## config.mk

```make
export PLATFORM = sky130hd
export DESIGN_NAME = draining_level_counter
export DESIGN_NICKNAME = d
export VERILOG_FILES = /design/src/rtl/draining_level_counter.sv
export SDC_FILE = /design/constraint.sdc
export NUM_CORES = 1
export LEC_CHECK = 0
export CAP_MARGIN = 25
export CELL_PAD_IN_SITES_DETAIL_PLACEMENT = 0
export CELL_PAD_IN_SITES_GLOBAL_PLACEMENT = 2
export CORE_MARGIN = 4
export CORE_UTILIZATION = 30
export DETAILED_ROUTE_END_ITERATION = 16
export GPL_ROUTABILITY_DRIVEN = 0
export PLACE_DENSITY_LB_ADDON = 0.1
export SYNTH_ARGS = -nofsm -noshare
export SYNTH_HDL_FRONTEND = slang
export SYNTH_SLANG_ARGS = --single-unit
```

## constraint.sdc

```tcl
create_clock -name clk -period 2.4 [get_ports clk]
set_clock_uncertainty 0.1 [all_clocks]
set_input_delay 0.48 -clock clk [delete_from_list [all_inputs] [get_ports clk]]
set_output_delay 0.48 -clock clk [all_outputs]
set_load 0.02 [all_outputs]
```

## src/rtl/draining_level_counter.sv

```systemverilog
// Tank-level BCD down counter with prescaled drain ticks and empty detection.
// Optional low-level alarm enabled by defining DRAIN_LOW_ALARM_EN.
module draining_level_counter #(
  parameter int unsigned TICK_DIV  = 4,
  parameter int unsigned LOW_LEVEL = 10
) (
  input  logic       clk,
  input  logic       reset,
  input  logic       load,
  input  logic [3:0] load_u,
  input  logic [3:0] load_t,
  input  logic       load_h,
  input  logic       activateIrrigation,
  output logic [3:0] units,
  output logic [3:0] tens,
  output logic       hundreds,
  output logic       draining,
  output logic       empty,
  output logic       empty_pulse,
  output logic       load_err,
  output logic       low_alarm
);

  if (TICK_DIV < 1 || TICK_DIV > 255 || LOW_LEVEL < 1 || LOW_LEVEL > 99) begin : g_bad_param
    $error("draining_level_counter: parameter out of range");
  end

  localparam logic [7:0] TICK_LAST = 8'(TICK_DIV - 1);

  typedef enum logic [1:0] {
    S_EMPTY = 2'd0,
    S_DRAIN = 2'd1
  } state_e;

  state_e     state_q, state_d;
  logic [3:0] units_q, units_d;
  logic [3:0] tens_q, tens_d;
  logic       hund_q, hund_d;
  logic [7:0] div_q, div_d;
  logic       empty_q, empty_d;
  logic       drain_q, drain_d;
  logic       pulse_q, pulse_d;
  logic       err_q, err_d;

  always_comb begin
    state_d = state_q;
    units_d = units_q;
    tens_d  = tens_q;
    hund_d  = hund_q;
    div_d   = div_q;
    pulse_d = 1'b0;
    err_d   = 1'b0;
    if (load) begin
      if (load_u > 4'd9 || load_t > 4'd9) begin
        err_d = 1'b1;
      end else begin
        div_d = 8'd0;
        if (load_h) begin
          hund_d  = 1'b1;
          tens_d  = 4'd0;
          units_d = 4'd0;
        end else begin
          hund_d  = 1'b0;
          tens_d  = load_t;
          units_d = load_u;
        end
        state_d = (load_h || load_t != 4'd0 || load_u != 4'd0)
                  ? S_DRAIN : S_EMPTY;
      end
    end else begin
      case (state_q)
        S_DRAIN: begin
          if (activateIrrigation) begin
            if (div_q == TICK_LAST) begin
              div_d = 8'd0;
              if (units_q != 4'd0) begin
                units_d = units_q - 4'd1;
              end else if (tens_q != 4'd0) begin
                units_d = 4'd9;
                tens_d  = tens_q - 4'd1;
              end else begin
                hund_d  = 1'b0;
                tens_d  = 4'd9;
                units_d = 4'd9;
              end
              // 001 is the only level that borrows down to zero
              if (!hund_q && tens_q == 4'd0 && units_q == 4'd1) begin
                state_d = S_EMPTY;
                pulse_d = 1'b1;
              end
            end else begin
              div_d = div_q + 8'd1;
            end
          end
        end
        S_EMPTY: begin
          div_d = 8'd0;
        end
        default: begin
          state_d = S_EMPTY;
          div_d   = 8'd0;
          units_d = 4'd0;
          tens_d  = 4'd0;
          hund_d  = 1'b0;
        end
      endcase
    end
    empty_d = (units_d == 4'd0) && (tens_d == 4'd0) && !hund_d;
    drain_d = (state_d == S_DRAIN);
  end

  always_ff @(posedge clk) begin
    if (reset) begin
      state_q <= S_EMPTY;
      units_q <= 4'd0;
      tens_q  <= 4'd0;
      hund_q  <= 1'b0;
      div_q   <= 8'd0;
      empty_q <= 1'b1;
      drain_q <= 1'b0;
      pulse_q <= 1'b0;
      err_q   <= 1'b0;
    end else begin
      state_q <= state_d;
      units_q <= units_d;
      tens_q  <= tens_d;
      hund_q  <= hund_d;
      div_q   <= div_d;
      empty_q <= empty_d;
      drain_q <= drain_d;
      pulse_q <= pulse_d;
      err_q   <= err_d;
    end
  end

`ifdef DRAIN_LOW_ALARM_EN
  logic [6:0] lvl_bin;
  logic       alarm_d, alarm_q;

  always_comb begin
    lvl_bin = (hund_d ? 7'd100 : 7'd0)
            + 7'(tens_d) * 7'd10
            + 7'(units_d);
    alarm_d = (lvl_bin != 7'd0) && (int'(lvl_bin) < int'(LOW_LEVEL));
  end

  always_ff @(posedge clk) begin
    if (reset) begin
      alarm_q <= 1'b0;
    end else begin
      alarm_q <= alarm_d;
    end
  end

  assign low_alarm = alarm_q;
`else
  assign low_alarm = 1'b0;
`endif

  assign units       = units_q;
  assign tens        = tens_q;
  assign hundreds    = hund_q;
  assign draining    = drain_q;
  assign empty       = empty_q;
  assign empty_pulse = pulse_q;
  assign load_err    = err_q;

endmodule

```

-- Word level (Yosys, flattened, before mapping)
Cells that the tools add are included.
Widths: inputs -> output; s select.
- register bits: 23
- latch bits: 0
- memory bits (writable): 0
- ROM bits: 0
- input port bits: 13
- output and inout port bits: 14
- logic and storage cells: 81
- memories kept: 0
- add/sub/neg operators: 3
- $mul: 0
- div/mod/pow operators: 0
- $lt $le $gt $ge: 2
- equality and inequality tests: 6
- shift operators: 0
- mux-type cells: 37
- bitwise operators: 4
- reduce and logical (&&, ||, !) cells: 20
- operator list (operator ; number):
    $mux 4 ; 13
    $mux 8 ; 5
    $pmux 4 s2 ; 2
    $reduce_bool 4->1 ; 4
    $logic_not 4->1 ; 3
    $mux 1 ; 10
    $mux 2 ; 5
    $add 8x1->8 const B ; 1
    $eq 8x2->1 const B ; 1
    $gt 4x4->1 const B ; 2
    $sub 4x1->4 const B ; 2
    $reduce_or 5->1 ; 1
    $eq 2x1->1 const B ; 2
    $eq 4x1->1 const B ; 1
    $logic_and 1x1->1 ; 4
    $not 1->1 ; 4
    $pmux 2 s2 ; 1
    $logic_or 1x1->1 ; 3
    $ne 3x3->1 const B ; 1
    $logic_not 1->1 ; 2
    $logic_not 2->1 ; 1
    $ne 2x2->1 const B ; 1
    $pmux 1 s2 ; 1
    $reduce_and 2->1 ; 1
    $reduce_or 2->1 ; 1

-- Logic depth before layout (Yosys ltp)
- word-level depth: 10
- depth in mapped cells: 8
- mapped depth without buffers: 8

-- Worst setup path after synthesis
OpenSTA, ideal clock, no wires.
- kind: input to register
- from: input port load_u[2]
- to: register empty_q, in the netlist empty
- library setup time: 0.084 ns
- arrival: 1.844 ns
- data required time: 2.216 ns
- setup slack: 0.372 ns
- stages: 7
- path buffers: 1
- cell sequence: o21ai_1 and2_1 buf_4 mux2_2 a22oi_1 nand4bb_1 o31ai_2
- word-level cells in the longest chain between the ends: 7
- elaborated cells on any way between the ends: 14
- classes of those cells: order compare (1); mux (7); reduce/logical (6)
- RTL lines (element ; RTL line ; source):
    from (decl) ; 10 ; input logic [3:0] load_u,
    $gt 4x4->1 ; 54 ; if (load_u > 4'd9 || load_t > 4'd9) begin
    $logic_or 1x1->1 ; 54 ;
    $mux 4 ; 54 ;
    $mux 4 ; 53 ; if (load) begin
    $logic_not 4->1 ; 108 ; empty_d = (units_d == 4'd0) && (tens_d == 4'd0) && !hund_d;
    $logic_and 1x1->1 ; 108 ;
    $logic_and 1x1->1 (*) ; 108 ;
    to (signal assigned) ; 129 ; empty_q <= empty_d;
    to (decl) ; 40 ; logic empty_q, empty_d;
Mark *: on every way between the ends. The rest lies on a longest branch, timed or not.
A chain may end at the register's enable or synchronous reset.

-- Worst setup path after layout
- from: input port activateIrrigation
- to: register empty_q, in the netlist empty
- word-level cells in the longest chain between the ends: 6
- elaborated cells on any way between the ends: 14
- classes of those cells: mux (9); reduce/logical (5)
- RTL lines (element ; RTL line ; source):
    from (decl) ; 13 ; input logic activateIrrigation,
    $mux 4 ; 73 ; if (activateIrrigation) begin
    $pmux 4 s2 ; 71 ; case (state_q)
    $mux 4 ; 53 ;
    $logic_not 4->1 ; 108 ;
    $logic_and 1x1->1 ; 108 ;
    $logic_and 1x1->1 (*) ; 108 ;
Marks and branches as above.

==> flow_metrics.py <==
metrics = {
    "floorplanning": {
        "core_region_area_um2": 4140,
        "die_w_um": 74.4,
        "die_area_um2": 5540,
        "row_count": 23,
        "start_util": 0.319,
        "dieHeight_um": 74.4,
        "io_pins": 27,
    },
    "timing": {
        "worst_slew_pin_slew_ns": 0.557,
        "finalHoldViolations": 0,
        "fin_crit_sh": 0.961,
        "min_period_ns": 2.31,
        "slew_violations": 0,
        "setup_slack_ns": 0.0934,
        "slew-limit-headroom": 0.626,
        "worst_hold_slack_ns": 0.420,
        "fmaxAchievable_ghz": 0.434,
        "setup_viol_count_final": 0,
    },
    "logic_synthesis": {
        "syn_area_um2": 1320,
        "synthFlopType": "dfxtp_1",
        "synth_edf_count": 0,
        "syn_inst": 154,
        "yosysSeqAreaShare": 0.348,
        "synth_top_area_cell": "dfxtp_1",
        "syn_nets": 169,
        "yosys-top-cells-area": "dfxtp_1, nor2_1, xor2_1, mux2i_1, nand4_1",
        "yosys_warnings": 0,
        "ys_seq_elements": 23,
        "ys_async_sr_fraction": 0,
        "syn_avg_cell_area_um2": 8.60,
        "synth_top_area_frac": 0.348,
        "synth_cell_type_count": 48,
    },
    "power_and_ir_drop": {
        "pwr-share-clk": 0.288,
        "worst_ir_drop_vdd_v": 0.000163,
        "switchingPower_mw": 0.239,
        "swShare": 0.279,
        "leakagePower_nw": 0.787,
        "powerDensity_nw_per_um2": 437,
        "seqPwrFrac": 0.472,
        "power_frac_comb": 0.240,
        "internal_power_mw": 0.616,
    },
    "critical_path": {
        "path_max_fanout": 3,
        "cp-start-kind": "input pin",
        "path_class": "input pin to flop",
        "worstSetupEndpointType": "flop",
        "required_ns": 2.49,
        "cp.arrival_ns": 2.39,
    },
    "routing": {
        "postRouteAntennaNets": 0,
        "drc": 0,
        "routedWlPerCell_um": 14.7,
        "first_pass_iters": 4,
        "drtIter0Drc": 97,
        "vias": 1360,
        "via_per_inst": 5.13,
        "drt-total-wl_um": 3880,
    },
    "cts": {
        "htreeDepth": 1,
        "holdBufCountCts": 0,
        "clkTransAtPathRegs_ns": 0.09,
        "cts_tree": "built",
        "clock-sinks": 23,
        "clockRootBuffer": "clkbuf_8",
        "clk_latency_ns": 0.26,
        "numCtsBuffers": 3,
        "clockBufferDepth": 2,
    },
    "status": {
        "status": "finished, final reports clean",
    },
    "cells_and_area": {
        "fin_cells": 265,
        "mostFrequentLayoutCells": "buf_4, clkdlybuf4s50_1, nor2_1, dfxtp_1",
        "drive_gt1_frac": 0.256,
        "final_core_util": 0.473,
        "final_common_cell": "buf_4",
        "antennaDiodeCount": 0,
        "fillCellCount": 428,
        "layout.nets": 231,
        "area_delta_synth_final_pct": 47.9,
    },
    "grt": {
        "grt_pass1_vias": 1316,
        "antenna_found_initial": 0,
        "grt_max_degree": 14,
        "grt_overflow": 0,
        "grt_pass1_wl_um": 6590,
        "grt_usage": 0.154,
    },
    "placed_design": {
        "numPortBuffers": 25,
        "place_inst": 257,
        "dp_hpwl_um": 3130,
        "dp_worst_setup_slack_ns": -0.245,
    },
    "min_path": {
        "hold_class": "flop to flop",
    },
    "run": {
        "max-cap-violations": 0,
    },
}
## final timing paths
check	from	to	slack (ns)	cells after the start
worst max-delay path	activateIrrigation	empty	0.09	7
worst max register to register	div_q[0]	empty	0.18	7
worst min register to register	state_q[1]	state_q[1]	0.42	1
worst min-delay path	state_q[1]	state_q[1]	0.42	1
## what timing repair did
item                                    in CTS  in global routing
hold endpoints to repair                     0                  0
endpoints found under the setup margin       0                  1
setup buffers                                0                  4
resized for setup                            0                  4
## sequential cells by signal (all words and copies together), names as in the netlist
register,count
empty_pulse,1
hundreds,1
load_err,1
state_q,2
div_q,8
draining,1
tens,4
empty,1
units,4
## power by group through the flow
stage	registers (mW)	clock network, mW	logic [mW]
final	0.404	0.246	0.205
after global routing	0.406	0.269	0.224
after CTS	0.404	0.256	0.201
after detailed placement	0.413	0	0.200
after global placement	0.413	0	0.201
after floorplan	0.422	0	0.0793
## worst max-delay path: stages
cell and delay (ns):
clkdlybuf4s50_1 0.48, and4bb_2 0.28, nand3_2 0.11, o311a_1 0.37, a311oi_2 0.31, nand4_1 0.17
o31ai_2 0.19
## through the flow
step | power, mW | area [um^2] | TNS [ns]
after floorplan | 0.501 | 1320 | 0
after global placement | 0.613 | 1870 | -0.734
after detailed placement | 0.613 | 1870 | -0.714
after CTS | 0.861 | 1910 | 0
after global routing | 0.898 | 1960 | -0.00541
final | 0.855 | 1960 | 0
## final cells by class
cell class	count	area (um^2)	area share
Multi-Input combinational cell	121	831	0.424
Timing Repair Buffer	61	536	0.273
Sequential cell	23	460	0.235
Tap cell	50	62.6	0.0319
Clock buffer	3	41.3	0.0211
Inverter	6	22.5	0.0115
Clock inverter	1	5.00	0.00256
## cell families (layout without fill, tap and decap cells)
| logic type | count (synthesis) | count (layout) | share of synthesized area |
|---|---|---|---|
| multiplexers | 5 | 5 | 0.0388 |
| flip-flops | 23 | 23 | 0.348 |
| AO/OA/AOI/OAI | 33 | 33 | 0.183 |
| XOR/XNOR | 8 | 8 | 0.0529 |
| adder cells (fa/ha/maj) | 2 | 2 | 0.0189 |
| AND/OR/NAND/NOR | 72 | 72 | 0.321 |
| other | 1 | 1 | 0.00283 |
| buffers and inverters | 10 | 71 | 0.0340 |
## layer usage
metal  global-route usage  wire length (um)  vias up
li1                     -                 -      687
met1                0.228              1940      642
met2                0.235              1720       29
met3               0.0216               196        2
met4               0.0356                19        0
met5                    0                 0        -
## Yosys cell counts, types with 2 or more instances
| master | instances |
|---|---|
| a21oi_1 | 5 |
| a22oi_1 | 2 |
| a31oi_1 | 2 |
| and2_1 | 2 |
| and3_1 | 3 |
| buf_4 | 2 |
| clkbuf_1 | 2 |
| dfxtp_1 | 23 |
| ha_1 | 2 |
| inv_1 | 6 |
| mux2i_1 | 4 |
| nand2_1 | 7 |
| nand3_1 | 6 |
| nand4_1 | 6 |
| nor2_1 | 23 |
| nor2b_1 | 4 |
| nor3_1 | 4 |
| nor3b_1 | 3 |
| nor4_1 | 2 |
| o211a_1 | 2 |
| o211ai_1 | 3 |
| o21ai_0 | 6 |
| o21ai_1 | 3 |
| o311a_1 | 2 |
| xnor2_1 | 3 |
| xor2_1 | 5 |
Note: power is estimated with default switching activity, not from simulation.
